===== src/rtl/qdrii_test_sequencer_if.sv =====
// PicoBus slave port bundle: address/data/strobes from the host side,
// OR-combined read data back from each slave.
interface qdrii_test_sequencer_if;
   logic [31:0]  PicoAddr;
   logic [127:0] PicoDataIn;
   logic         PicoWr;
   logic         PicoRd;
   logic [127:0] PicoDataOut;

   modport master (
      output PicoAddr, PicoDataIn, PicoWr, PicoRd,
      input  PicoDataOut
   );

   modport slave (
      input  PicoAddr, PicoDataIn, PicoWr, PicoRd,
      output PicoDataOut
   );
endinterface


===== src/rtl/qdrii_test_sequencer.sv =====
// On-chip QDRII traffic-test sequencer: drives controller resets, waits for
// calibration with a timeout, runs the traffic generators for RUN_LEN cycles
// and collects sticky per-channel errors. Controlled over PicoBus.
module qdrii_test_sequencer #(
   parameter int unsigned NUM_CH      = 3,
   parameter logic [31:0] BASE_ADDR   = 32'h12350000,
   parameter int unsigned RST_CYCLES  = 16,
   parameter int unsigned CAL_TIMEOUT = 100000,
   parameter logic [31:0] RUN_DEFAULT = 32'd5000
) (
   input  logic                  PicoClk,
   input  logic                  PicoRst,
   qdrii_test_sequencer_if.slave pico,
   output logic [NUM_CH-1:0]     qdr_rst,
   input  logic [NUM_CH-1:0]     cal_done,
   output logic                  tg_enable,
   input  logic [NUM_CH-1:0]     tg_error,
   output logic                  test_busy
);

   typedef enum logic [2:0] {
      S_IDLE     = 3'd0,
      S_RESET    = 3'd1,
      S_CAL_WAIT = 3'd2,
      S_RUN      = 3'd3,
      S_DONE     = 3'd4,
      S_FAIL     = 3'd5
   } state_t;

   localparam logic [31:0] A_CTRL   = BASE_ADDR;
   localparam logic [31:0] A_RUNLEN = BASE_ADDR + 32'h10;
   localparam logic [31:0] A_ERR    = BASE_ADDR + 32'h20;
   localparam logic [31:0] A_CYCLES = BASE_ADDR + 32'h30;
   localparam logic [31:0] RST_LAST = 32'(RST_CYCLES - 1);
   localparam logic [31:0] CAL_LAST = 32'(CAL_TIMEOUT - 1);

   state_t              state_q, state_d;
   logic [31:0]         cnt_q, cnt_d;          // RESET / CAL_WAIT dwell counter
   logic [31:0]         run_len_q, run_len_d;  // host-visible RUN_LEN
   logic [31:0]         run_lat_q, run_lat_d;  // RUN_LEN captured at RUN entry
   logic [31:0]         cycles_q, cycles_d;
   logic [NUM_CH-1:0]   err_q, err_d;
   logic                cal_timeout_q, cal_timeout_d;
   logic                cal_lost_q, cal_lost_d;
   logic                pass_q, pass_d;
   logic [127:0]        rdata_q, rdata_d;

   logic                wr_ctrl, wr_runlen, wr_err;
   logic                start_cmd, abort_cmd, all_cal;
   logic [NUM_CH-1:0]   err_clr;
   logic                unused_data_bits;

   assign wr_ctrl   = pico.PicoWr && (pico.PicoAddr == A_CTRL);
   assign wr_runlen = pico.PicoWr && (pico.PicoAddr == A_RUNLEN);
   assign wr_err    = pico.PicoWr && (pico.PicoAddr == A_ERR);
   assign start_cmd = wr_ctrl && pico.PicoDataIn[0];
   assign abort_cmd = wr_ctrl && pico.PicoDataIn[1];
   assign all_cal   = &cal_done;
   assign err_clr   = wr_err ? pico.PicoDataIn[NUM_CH-1:0] : '0;
   assign unused_data_bits = ^pico.PicoDataIn[127:32];

   // Next-state, command handling and register updates.
   always_comb begin
      state_d       = state_q;
      cnt_d         = cnt_q;
      run_len_d     = run_len_q;
      run_lat_d     = run_lat_q;
      cycles_d      = cycles_q;
      cal_timeout_d = cal_timeout_q;
      cal_lost_d    = cal_lost_q;
      pass_d        = pass_q;

      // RUN_LEN is frozen while a run is in progress.
      if (wr_runlen && (state_q != S_RUN))
         run_len_d = pico.PicoDataIn[31:0];

      // Error capture wins over a same-cycle write-1-clear.
      err_d = err_q & ~err_clr;
      if (state_q == S_RUN)
         err_d = err_d | tg_error;

      if ((state_q == S_RUN) && (cycles_q != 32'hFFFF_FFFF))
         cycles_d = cycles_q + 32'd1;

      if (abort_cmd) begin
         state_d = S_IDLE;
      end else begin
         case (state_q)
            S_IDLE, S_DONE, S_FAIL: begin
               if (start_cmd) begin
                  state_d       = S_RESET;
                  cnt_d         = '0;
                  err_d         = '0;
                  cycles_d      = '0;
                  cal_timeout_d = 1'b0;
                  cal_lost_d    = 1'b0;
                  pass_d        = 1'b0;
               end
            end
            S_RESET: begin
               if (cnt_q == RST_LAST) begin
                  state_d = S_CAL_WAIT;
                  cnt_d   = '0;
               end else begin
                  cnt_d = cnt_q + 32'd1;
               end
            end
            S_CAL_WAIT: begin
               if (all_cal) begin
                  if (run_len_q == 32'd0) begin
                     state_d = S_DONE;
                     pass_d  = (err_d == '0);
                  end else begin
                     state_d   = S_RUN;
                     run_lat_d = run_len_q;
                  end
               end else if (cnt_q == CAL_LAST) begin
                  state_d       = S_FAIL;
                  cal_timeout_d = 1'b1;
               end else begin
                  cnt_d = cnt_q + 32'd1;
               end
            end
            S_RUN: begin
               if (!all_cal) begin
                  state_d    = S_FAIL;
                  cal_lost_d = 1'b1;
               end else if (cycles_q == (run_lat_q - 32'd1)) begin
                  state_d = S_DONE;
                  pass_d  = (err_d == '0);
               end
            end
            default: state_d = S_IDLE;
         endcase
      end
   end

   // Read data is registered and zero whenever this slave is not addressed.
   always_comb begin
      rdata_d = '0;
      if (pico.PicoRd) begin
         case (pico.PicoAddr)
            A_CTRL: begin
               rdata_d[2:0]         = state_q;
               rdata_d[8 +: NUM_CH] = cal_done;
               rdata_d[16]          = cal_timeout_q;
               rdata_d[17]          = cal_lost_q;
               rdata_d[18]          = pass_q;
            end
            A_RUNLEN: rdata_d[31:0]         = run_len_q;
            A_ERR:    rdata_d[NUM_CH-1:0]   = err_q;
            A_CYCLES: rdata_d[31:0]         = cycles_q;
            default:  rdata_d               = '0;
         endcase
      end
   end

   // State and register flops with synchronous reset.
   always_ff @(posedge PicoClk) begin
      if (PicoRst) begin
         state_q       <= S_IDLE;
         cnt_q         <= '0;
         run_len_q     <= RUN_DEFAULT;
         run_lat_q     <= '0;
         cycles_q      <= '0;
         err_q         <= '0;
         cal_timeout_q <= 1'b0;
         cal_lost_q    <= 1'b0;
         pass_q        <= 1'b0;
         rdata_q       <= '0;
      end else begin
         state_q       <= state_d;
         cnt_q         <= cnt_d;
         run_len_q     <= run_len_d;
         run_lat_q     <= run_lat_d;
         cycles_q      <= cycles_d;
         err_q         <= err_d;
         cal_timeout_q <= cal_timeout_d;
         cal_lost_q    <= cal_lost_d;
         pass_q        <= pass_d;
         rdata_q       <= rdata_d;
      end
   end

   genvar gi;
   generate
      for (gi = 0; gi < NUM_CH; gi++) begin : g_qdr_rst
         assign qdr_rst[gi] = (state_q == S_RESET);
      end
   endgenerate

   assign tg_enable        = (state_q == S_RUN);
   assign test_busy        = (state_q == S_RESET) || (state_q == S_CAL_WAIT) || (state_q == S_RUN);
   assign pico.PicoDataOut = rdata_q;

endmodule


===== src/flat_wrapper.sv =====
// flat-port wrapper written by rule: the top's interface ports become plain ports
module qdrii_test_sequencer_flat 
#(
   parameter int unsigned NUM_CH      = 3,
   parameter logic [31:0] BASE_ADDR   = 32'h12350000,
   parameter int unsigned RST_CYCLES  = 16,
   parameter int unsigned CAL_TIMEOUT = 100000,
   parameter logic [31:0] RUN_DEFAULT = 32'd5000
)
  (PicoClk, PicoRst, qdr_rst, cal_done, tg_enable, tg_error, test_busy, pico_PicoAddr, pico_PicoDataIn, pico_PicoWr, pico_PicoRd, pico_PicoDataOut);
  qdrii_test_sequencer_if pico_i ();
  input  logic PicoClk;
  input  logic PicoRst;
  output logic [NUM_CH-1:0] qdr_rst;
  input  logic [NUM_CH-1:0] cal_done;
  output logic tg_enable;
  input  logic [NUM_CH-1:0] tg_error;
  output logic test_busy;
  input wire logic [$bits(pico_i.PicoAddr)-1:0] pico_PicoAddr;
  input wire logic [$bits(pico_i.PicoDataIn)-1:0] pico_PicoDataIn;
  input wire logic [$bits(pico_i.PicoWr)-1:0] pico_PicoWr;
  input wire logic [$bits(pico_i.PicoRd)-1:0] pico_PicoRd;
  output wire logic [$bits(pico_i.PicoDataOut)-1:0] pico_PicoDataOut;
  assign pico_i.PicoAddr = pico_PicoAddr;
  assign pico_i.PicoDataIn = pico_PicoDataIn;
  assign pico_i.PicoWr = pico_PicoWr;
  assign pico_i.PicoRd = pico_PicoRd;
  assign pico_PicoDataOut = pico_i.PicoDataOut;
  qdrii_test_sequencer #(.NUM_CH(NUM_CH), .BASE_ADDR(BASE_ADDR), .RST_CYCLES(RST_CYCLES), .CAL_TIMEOUT(CAL_TIMEOUT), .RUN_DEFAULT(RUN_DEFAULT)) u_core (.PicoClk(PicoClk), .PicoRst(PicoRst), .pico(pico_i), .qdr_rst(qdr_rst), .cal_done(cal_done), .tg_enable(tg_enable), .tg_error(tg_error), .test_busy(test_busy));
endmodule

===== config.mk =====
export PLATFORM = sky130hd
export DESIGN_NAME = qdrii_test_sequencer_flat
export DESIGN_NICKNAME = d
export VERILOG_FILES = /design/src/rtl/qdrii_test_sequencer_if.sv /design/src/rtl/qdrii_test_sequencer.sv /design/src/flat_wrapper.sv
export SDC_FILE = /design/constraint.sdc
export NUM_CORES = 1
export LEC_CHECK = 0
export CAP_MARGIN = 20
export CORE_MARGIN = 2
export CORE_UTILIZATION = 47
export DETAILED_ROUTE_END_ITERATION = 10
export PLACE_DENSITY = 0.82
export SLEW_MARGIN = 25
export SYNTH_ARGS = -nofsm -noshare
export SYNTH_HDL_FRONTEND = slang
export SYNTH_SLANG_ARGS = --single-unit

===== constraint.sdc =====
create_clock -name PicoClk -period 4 [get_ports PicoClk]
set_clock_uncertainty 0.15 [all_clocks]
set_input_delay 1.2 -clock PicoClk [delete_from_list [all_inputs] [get_ports PicoClk]]
set_output_delay 1.2 -clock PicoClk [all_outputs]
set_load 0.03 [all_outputs]

Word-level counts from Yosys, hierarchy flattened
Cells that the tools add are included.
W data, S select, Z words.
{"block": "word_totals", "reg_bits": 265, "output_inout_bits": 133, "elab_cells": 111}
{"block": "classes", "addsub": 3, "eq_ne": 26, "muxes": 39, "bitwise_logic": 6, "n_reduce_logical": 26}
{"operator": "$mux W32", "count": 8}
{"operator": "$eq A32 B29 Y1 const B", "count": 4}
{"operator": "$pmux W32 S3", "count": 1}
{"operator": "$add A32 B1 Y32 const B", "count": 2}
{"operator": "$mux W3", "count": 12}
{"operator": "$eq A32 B17 Y1 const B", "count": 1}
{"operator": "$eq A32 B32 Y1", "count": 1}
{"operator": "$eq A32 B4 Y1 const B", "count": 1}
{"operator": "$logic_not A32 Y1", "count": 1}
{"operator": "$ne A32 B32 Y1 const B", "count": 1}
{"operator": "$sub A32 B1 Y32 const B", "count": 1}
{"operator": "$pmux W13 S2", "count": 1}
{"operator": "$pmux W3 S4", "count": 2}
{"operator": "$pmux W5 S2", "count": 2}
{"operator": "$pmux W3 S3", "count": 2}
{"operator": "$ne A2 B1 Y1 const B", "count": 7}
{"operator": "$reduce_and A5 Y1", "count": 2}
{"operator": "$mux W1", "count": 8}
{"operator": "$reduce_and A4 Y1", "count": 2}
{"operator": "$logic_and A1 B1 Y1", "count": 7}
{"operator": "$reduce_and A7 Y1", "count": 1}
{"operator": "$eq A3 B2 Y1 const B", "count": 2}
{"operator": "$eq A3 B3 Y1 const B", "count": 2}
{"operator": "$logic_not A3 Y1", "count": 2}
{"operator": "other kinds (18)", "count": 27}

Logic depth before layout (Yosys ltp)
Gate-level depths: netlist of the first run.
{"block": "logic_depth", "depth_word": 11, "mapped_depth": 13}

Worst setup path after synthesis of the first run
Ideal clock, no wire load.
{"block": "synth_timing", "path_type": "in2reg", "startpoint": "input pico_PicoAddr[26]", "endpoint": "register u_core.cnt_q[0]", "setup_time_ns": 0.128, "arrival_time_ns": 3.155, "required_ns": 3.722, "setup_slack_ns": 0.567, "path_stages": 8, "path_buffers": 1, "cell_sequence": "nor4b_1 nand4_1 nor3_2 a31o_2 nand3_2 o31ai_2 clkbuf_1 nor2_1"}
{"block": "synth_between", "elab_chain_len": 5, "elab_cells_between_ends": 7, "classes_between": "2 x eq/ne; 1 x bitwise; 4 x reduce/logical"}
{"element": "start: declaration", "line": "flat_wrapper.sv:19", "source": "input wire logic [$bits(pico_i.PicoAddr)-1:0] pico_PicoAddr;"}
{"element": "$eq A32 B29 Y1 *", "line": "qdrii_test_sequencer.sv:53", "source": "assign wr_ctrl = pico.PicoWr && (pico.PicoAddr == A_CTRL);"}
{"element": "$logic_and A1 B1 Y1 *", "line": "qdrii_test_sequencer.sv:53"}
{"element": "$logic_and A1 B1 Y1, on equally long branches", "line": "qdrii_test_sequencer.sv:56, qdrii_test_sequencer.sv:57"}
{"element": "$ne A2 B1 Y1 (no line) or $not A1 Y1 (tied branches)"}
{"element": "$reduce_and A5 Y1 (no line) *"}
{"element": "end signal: assignment", "line": "qdrii_test_sequencer.sv:173", "source": "cnt_q <= cnt_d;"}
{"element": "end: declaration", "line": "qdrii_test_sequencer.sv:38", "source": "logic [31:0] cnt_q, cnt_d;"}
Mark *: on every way between the ends. The rest lies on a longest branch, timed or not.
A chain may end at the register's enable or synchronous reset.

Worst setup path in the final report of the first run
{"block": "layout_timing", "startpoint": "register u_core.state_q[0]", "endpoint": "output tg_enable"}
{"block": "layout_between", "elab_chain_len": 1}
{"element": "start: declaration", "line": "qdrii_test_sequencer.sv:37", "source": "state_t state_q, state_d;"}
{"element": "start signal: assignment", "line": "qdrii_test_sequencer.sv:172", "source": "state_q <= state_d;"}
{"element": "$eq A3 B2 Y1", "line": "qdrii_test_sequencer.sv:192", "source": "assign tg_enable = (state_q == S_RUN);"}
{"element": "end: declaration", "line": "flat_wrapper.sv:16", "source": "output logic tg_enable;"}
No other way between the ends.

==> impl_metrics.yaml, run 1 <==
synthesis:
  yosys-top-cells-count: "dfxtp_1 (169), nor2_1 (161), nand2_1 (103)"
  yosys.area.top_type: "dfxtp_1"
  synth-seq-cells: 169
  ys_types: 66
  synth_seq_area_share_pct: 37.4
  synth_most_common_cell: "dfxtp_1"
  async_flop_share_pct: 0
  ys.flop_type: "dfxtp_1"
  yosysTopAreaCellShare_pct: 37.4
  yosys_warnings: 0
  avgSynthCellArea_sq_um: 8.45
  synth_edf_count: 0
  syn_area_sq_mm: 0.00905
  synthCells: 1070
  ys_top_cells_by_area: "dfxtp_1 (37%), buf_4 (8.1%), mux2i_1 (7.1%)"
die:
  die_w_um: 143
  io_pins: 303
  dieArea_sq_mm: 0.0204
  start_util_pct: 48.2
  coreArea_sq_mm: 0.0188
  rows: 50
  die_y_um: 143
power_and_ir_drop:
  irDropWorstVdd_mv: 0.331
  p_leak_uw: 0.00400
  p_per_area_mw_per_mm2: 393
critical_path:
  cp-end-kind: "output pin"
  cp-start-kind: "flip-flop"
  cp_slowest_cell: "clkdlybuf4s50_1"
  cp_cell_sequence: "nor2b_1, nand2_1, inv_1, clkdlybuf4s50_1"
  crit_arrival_ps: 2310
  crit_path_max_incr_delay_ps: 690
  crit_family: "buffers and inverters"
  worstPathMaxFanout: 9
  critPathKind: "flip-flop to output pin"
  crit_required_ps: 2650
  crit_buf_inv: 2
routing:
  vias_per_cell: 5.39
  drt_iter0_markers: 516
  routed_wl_mm: 22.6
  vias: 7617
  postRouteAntennaNets: 0
  first_pass_iters: 5
  wl_per_cell_um: 16.0
  drc: 0
place:
  gp_congestion: 0.929
  hpwl_mm: 16.4
  port_buffers: 110
  place_area_sq_mm: 0.0100
layout:
  nNetsFinal: 1340
  layout-drive-gt1-share_pct: 8.14
  finish.instance_area_sq_mm: 0.0106
  antennaDiodeCount: 0
  fillers: 1703
  area_delta_synth_final_pct: 17.3
  utilization_pct: 56.5
grt:
  grt.overflow.total: 0
  track_usage_pct: 22.2
  first_global_vias: 7217
  grt_pass1_wl_mm: 36.1
  grt_max_degree: 63
  grt_antenna_before_repair: 0
clock_network:
  ctsResizeCount: 0
  clock-root-buffer: "clkbuf_16"
  cts_sinks: 169
  hold_buffers: 0
  clk_pin_slew_worst_paths_ps: 70
  cts-htree-levels: 4
  tritoncts: "yes"
  insertion_delay_ps: 440
  clock_path_buffers: 2
  cts_buffers: 17
  postCtsSetupRepairBufs: 0
timing:
  tightest_slew_ps: 698
  post-route-period-util_pct: 91.6
  finalSetupTns_ps: 0
  drv_slew: 0
  grt_setup_unrepaired: "false"
  finalHoldViolCount: 0
  period_minus_slack_ps: 3660
  slew_headroom_pct: 53.5
  fmax_mhz: 273
  setup_viol_count_final: 0
hold_path:
  hold_class: "flip-flop to flip-flop"
flow_run:
  drv_cap: 0
run_status:
  status: "complete, no violations"
flip-flops by register name, indices dropped and copies added, names as in the netlist:
name                     cells
u_core.cnt_q                32
u_core.cycles_q             32
u_core.pico.PicoDataOut     32
u_core.run_lat_q            32
u_core.run_len_q            32
u_core.err_q                 3
u_core.state_q               3
u_core.cal_lost_q            1
u_core.cal_timeout_q         1
u_core.pass_q                1
cells by family (layout without fill, tap and decap cells):
family	Yosys count	in the layout	synth area share, %
adder cells (fa/ha/maj)	3	3	0.415
flip-flops	169	169	37.4
other	1	96	0.0415
XOR/XNOR	96	96	9.29
multiplexers	74	74	8.70
buffers and inverters	163	178	11.1
AO/OA/AOI/OAI	99	99	6.76
AND/OR/NAND/NOR	465	465	26.3
routing by layer:
metal | global-route usage (%) | vias to the layer above | share of wire (%)
met5 | 0 | - | 0
met2 | 38.2 | 310 | 49
met3 | 4.39 | 34 | 7.0
met1 | 27.9 | 3590 | 41
li1 | - | 3683 | -
met4 | 7.35 | 0 | 2.1
worst reg2reg max path: cells and delay by family (launching register included):
kind | cells | cell delay (ps)
multiplexers | 2 | 330
flip-flops | 1 | 380
AND/OR/NAND/NOR | 5 | 1340
buffers and inverters | 1 | 80
adder cells (fa/ha/maj) | 1 | 330
AO/OA/AOI/OAI | 2 | 610
placed cells by master, fill, tap and decap left out, types with 43 or more instances in the layout:
cell type,instances
nor2_1,161
xor2_1,53
a21oi_1,47
dfxtp_1,169
nand2_1,103
nand3_1,45
mux2i_1,64
conb_1,96
clkdlybuf4s50_1,108
xnor2_1,43
metrics by stage:
step           setup slack, ps  std cells  power (uW)  hold slack [ps]
2_1_floorplan              567       1165        2430              287
3_3_place_gp               126       1382        2580              308
3_5_place_dp               121       1382        2580              316
4_1_cts                    348       1414        4180              326
5_1_grt                    281       1414        4320              354
6_report                   337       1414        4160              321
final cells by class:
| cell class | instances | area, sq um | area share [%] |
|---|---|---|---|
| clock buffers | 17 | 425 | 4.01 |
| clock inverters | 15 | 149 | 1.40 |
| inverters | 13 | 48.8 | 0.460 |
| multi-input cells | 833 | 5020 | 47.3 |
| flip-flops and latches | 169 | 3380 | 31.9 |
| well taps | 234 | 293 | 2.76 |
| repair buffers | 133 | 1290 | 12.1 |
where the power goes:
| group | leakage, uW | internal [uW] | switching (uW) | total (uW) |
|---|---|---|---|---|
| Clock | 0.000284 | 834 | 771 | 1600 |
| Sequential | 0.00136 | 1710 | 43.2 | 1750 |
| Combinational | 0.00235 | 307 | 500 | 807 |
final timing paths:
check	slack [ps]	depth (start not counted)	start	to
worst min-delay path	320	2	u_core.pass_q	u_core.pass_q
worst max register to register	670	11	u_core.run_lat_q[0]	u_core.pass_q
worst max-delay path	340	4	u_core.state_q[0]	tg_enable
worst min register to register	320	2	u_core.pass_q	u_core.pass_q
Power figures use the tool's default switching activity.
==> run 2, diff against run 1 <==
--- a/config.mk
+++ b/config.mk
@@ -5,7 +5,6 @@
 export SDC_FILE = /design/constraint.sdc
 export NUM_CORES = 1
 export LEC_CHECK = 0
-export CAP_MARGIN = 20
 export CORE_MARGIN = 2
 export CORE_UTILIZATION = 47
 export DETAILED_ROUTE_END_ITERATION = 10
==> results of run 2 <==
Same layout as run 1: the final DEF is identical, and so are final timing and power.
==> run 3, diff against run 2 <==
--- a/config.mk
+++ b/config.mk
@@ -6,9 +6,11 @@
 export NUM_CORES = 1
 export LEC_CHECK = 0
 export CORE_MARGIN = 2
-export CORE_UTILIZATION = 47
+export CORE_UTILIZATION = 40
 export DETAILED_ROUTE_END_ITERATION = 10
-export PLACE_DENSITY = 0.82
+export PLACE_DENSITY = 0.72
+export SKIP_CTS_REPAIR_TIMING = 1
+export SKIP_LAST_GASP = 1
 export SLEW_MARGIN = 25
 export SYNTH_ARGS = -nofsm -noshare
 export SYNTH_HDL_FRONTEND = slang
==> impl_metrics.yaml, run 3 (same netlist as run 1, synthesis figures left out) <==
run_status:
  status: "complete, no violations"
power_and_ir_drop:
  p_sw_uw: 1260
  swShare_pct: 29.4
  power_frac_comb_pct: 18.5
  p_per_area_mw_per_mm2: 401
  internal_power_uw: 3030
  irDropWorstVdd_mv: 0.251
  p_seq_share_pct: 40.9
  clockPowerShare_pct: 40.6
  p_leak_uw: 0.00399
critical_path:
  crit_start: "u_core.state_q[0]"
  r2r-start: "u_core.run_lat_q[0]"
  cp-start-kind: "flip-flop"
  crit_arrival_ps: 2330
  worstPathMaxFanout: 9
  critPathKind: "flip-flop to output pin"
  cp-end-kind: "output pin"
  crit_required_ps: 2650
die:
  dieArea_sq_mm: 0.0238
  rows: 55
  io_pins: 303
  die_y_um: 154
  die_w_um: 154
  coreArea_sq_mm: 0.0224
  start_util_pct: 40.3
layout:
  regArea_sq_mm: 0.00338
  final_cells: 1460
  antennaDiodeCount: 0
  layout-drive-gt1-share_pct: 7.74
  nNetsFinal: 1335
  fillers: 2171
  area_delta_synth_final_pct: 18.2
  final_common_cell: "dfxtp_1"
  multi_input_area_sq_mm: 0.00502
  final_cell_mix: "dfxtp_1 (169), nor2_1 (161), clkdlybuf4s50_1 (108)"
timing:
  finalHoldViolCount: 0
  setup_viol_count_final: 0
  fmax_mhz: 272
  grt_setup_unrepaired: "false"
  drv_slew: 0
  period_minus_slack_ps: 3680
  slew_headroom_pct: 51.7
  finalSetupTns_ps: 0
  tightest_slew_ps: 724
  post-route-period-util_pct: 92.0
grt:
  grt_antenna_before_repair: 0
  met1_usage_pct: 23.6
  busiest_layer: "met2"
  grt_max_degree: 63
  grt_pass1_wl_mm: 35.5
  met2_usage_pct: 31.8
  track_usage_pct: 18.5
  use_met3_pct: 3.78
  first_global_vias: 7098
  grt.overflow.total: 0
routing:
  first_pass_iters: 5
  postRouteAntennaNets: 0
  drc: 0
  vias: 7470
  wl_per_cell_um: 15.2
  routed_wl_mm: 22.3
  drt_iter0_markers: 537
  vias_per_cell: 5.12
clock_network:
  tritoncts: "yes"
  cts_sinks: 169
  cts-htree-levels: 4
  cts_buffers: 17
  clock_path_buffers: 2
  clock-root-buffer: "clkbuf_16"
  clk_pin_slew_worst_paths_ps: 70
  insertion_delay_ps: 430
place:
  gp_congestion: 0.906
  port_buffers: 110
  hpwl_mm: 16.2
  dp_cells: 1428
hold_path:
  hold_class: "flip-flop to flip-flop"
  hold_start: "u_core.cal_timeout_q"
flow_run:
  drv_cap: 0
run 3: cell count changes in the layout (fill, tap and decap cells not counted), sizes merged:
cell / before / now
clkinv: 4 / 5
clkbuf: 17 / 18
inv: 23 / 17
buf: 25 / 20
clkinvlp: 1 / 2
bufinv: 0 / 3
run 3: stage by stage:
stage          cell area (sq um)  setup WS, ps  power, uW  hold slack, ps  util [%]
2_1_floorplan               9400           567       2430             287         -
3_3_place_gp               10100           192       2560             304      44.9
3_5_place_dp               10100           134       2570             318      44.9
4_1_cts                    10700           367       4310             332      47.6
5_1_grt                    10700           229       4450             362      47.6
6_report                   10700           319       4290             327      47.6
run 3: path summary, 6_finish.rpt:
check	end	slack, ps	depth (start not counted)
worst max-delay path	tg_enable	320	4
worst min-delay path	u_core.cal_timeout_q	330	2
worst max register to register	u_core.pass_q	730	11
worst min register to register	u_core.cal_timeout_q	330	2
run 3: final cells by class:
| class | count | share of cell area [%] |
|---|---|---|
| inverter | 13 | 0.457 |
| sequential | 169 | 31.7 |
| clock inverter | 14 | 1.76 |
| clock buffer | 18 | 4.11 |
| tap | 285 | 3.34 |
| timing repair buffer | 128 | 11.7 |
| multi-input combinational | 833 | 47.0 |
run 3: worst max-delay path, stage by stage, from the launching register on:
cell and delay (ps):
dfxtp_1 490, nor2b_1 300, nand2_1 220, inv_1 180, clkdlybuf4s50_1 690
run 3: per-layer routing:
metal,vias up,part of all wire [%],wire length [um]
met5,-,0,0
met4,0,1.7,376
met3,29,5.3,1190
met2,248,48,10800
met1,3519,45,9910
li1,3674,-,-
run 3: power groups by stage:
stage	combinational, uW	sequential (uW)	clock (uW)
2_1_floorplan	662	1760	0
3_3_place_gp	777	1790	0
6_report	794	1750	1740
4_1_cts	788	1750	1770
5_1_grt	851	1750	1850
3_5_place_dp	781	1790	0
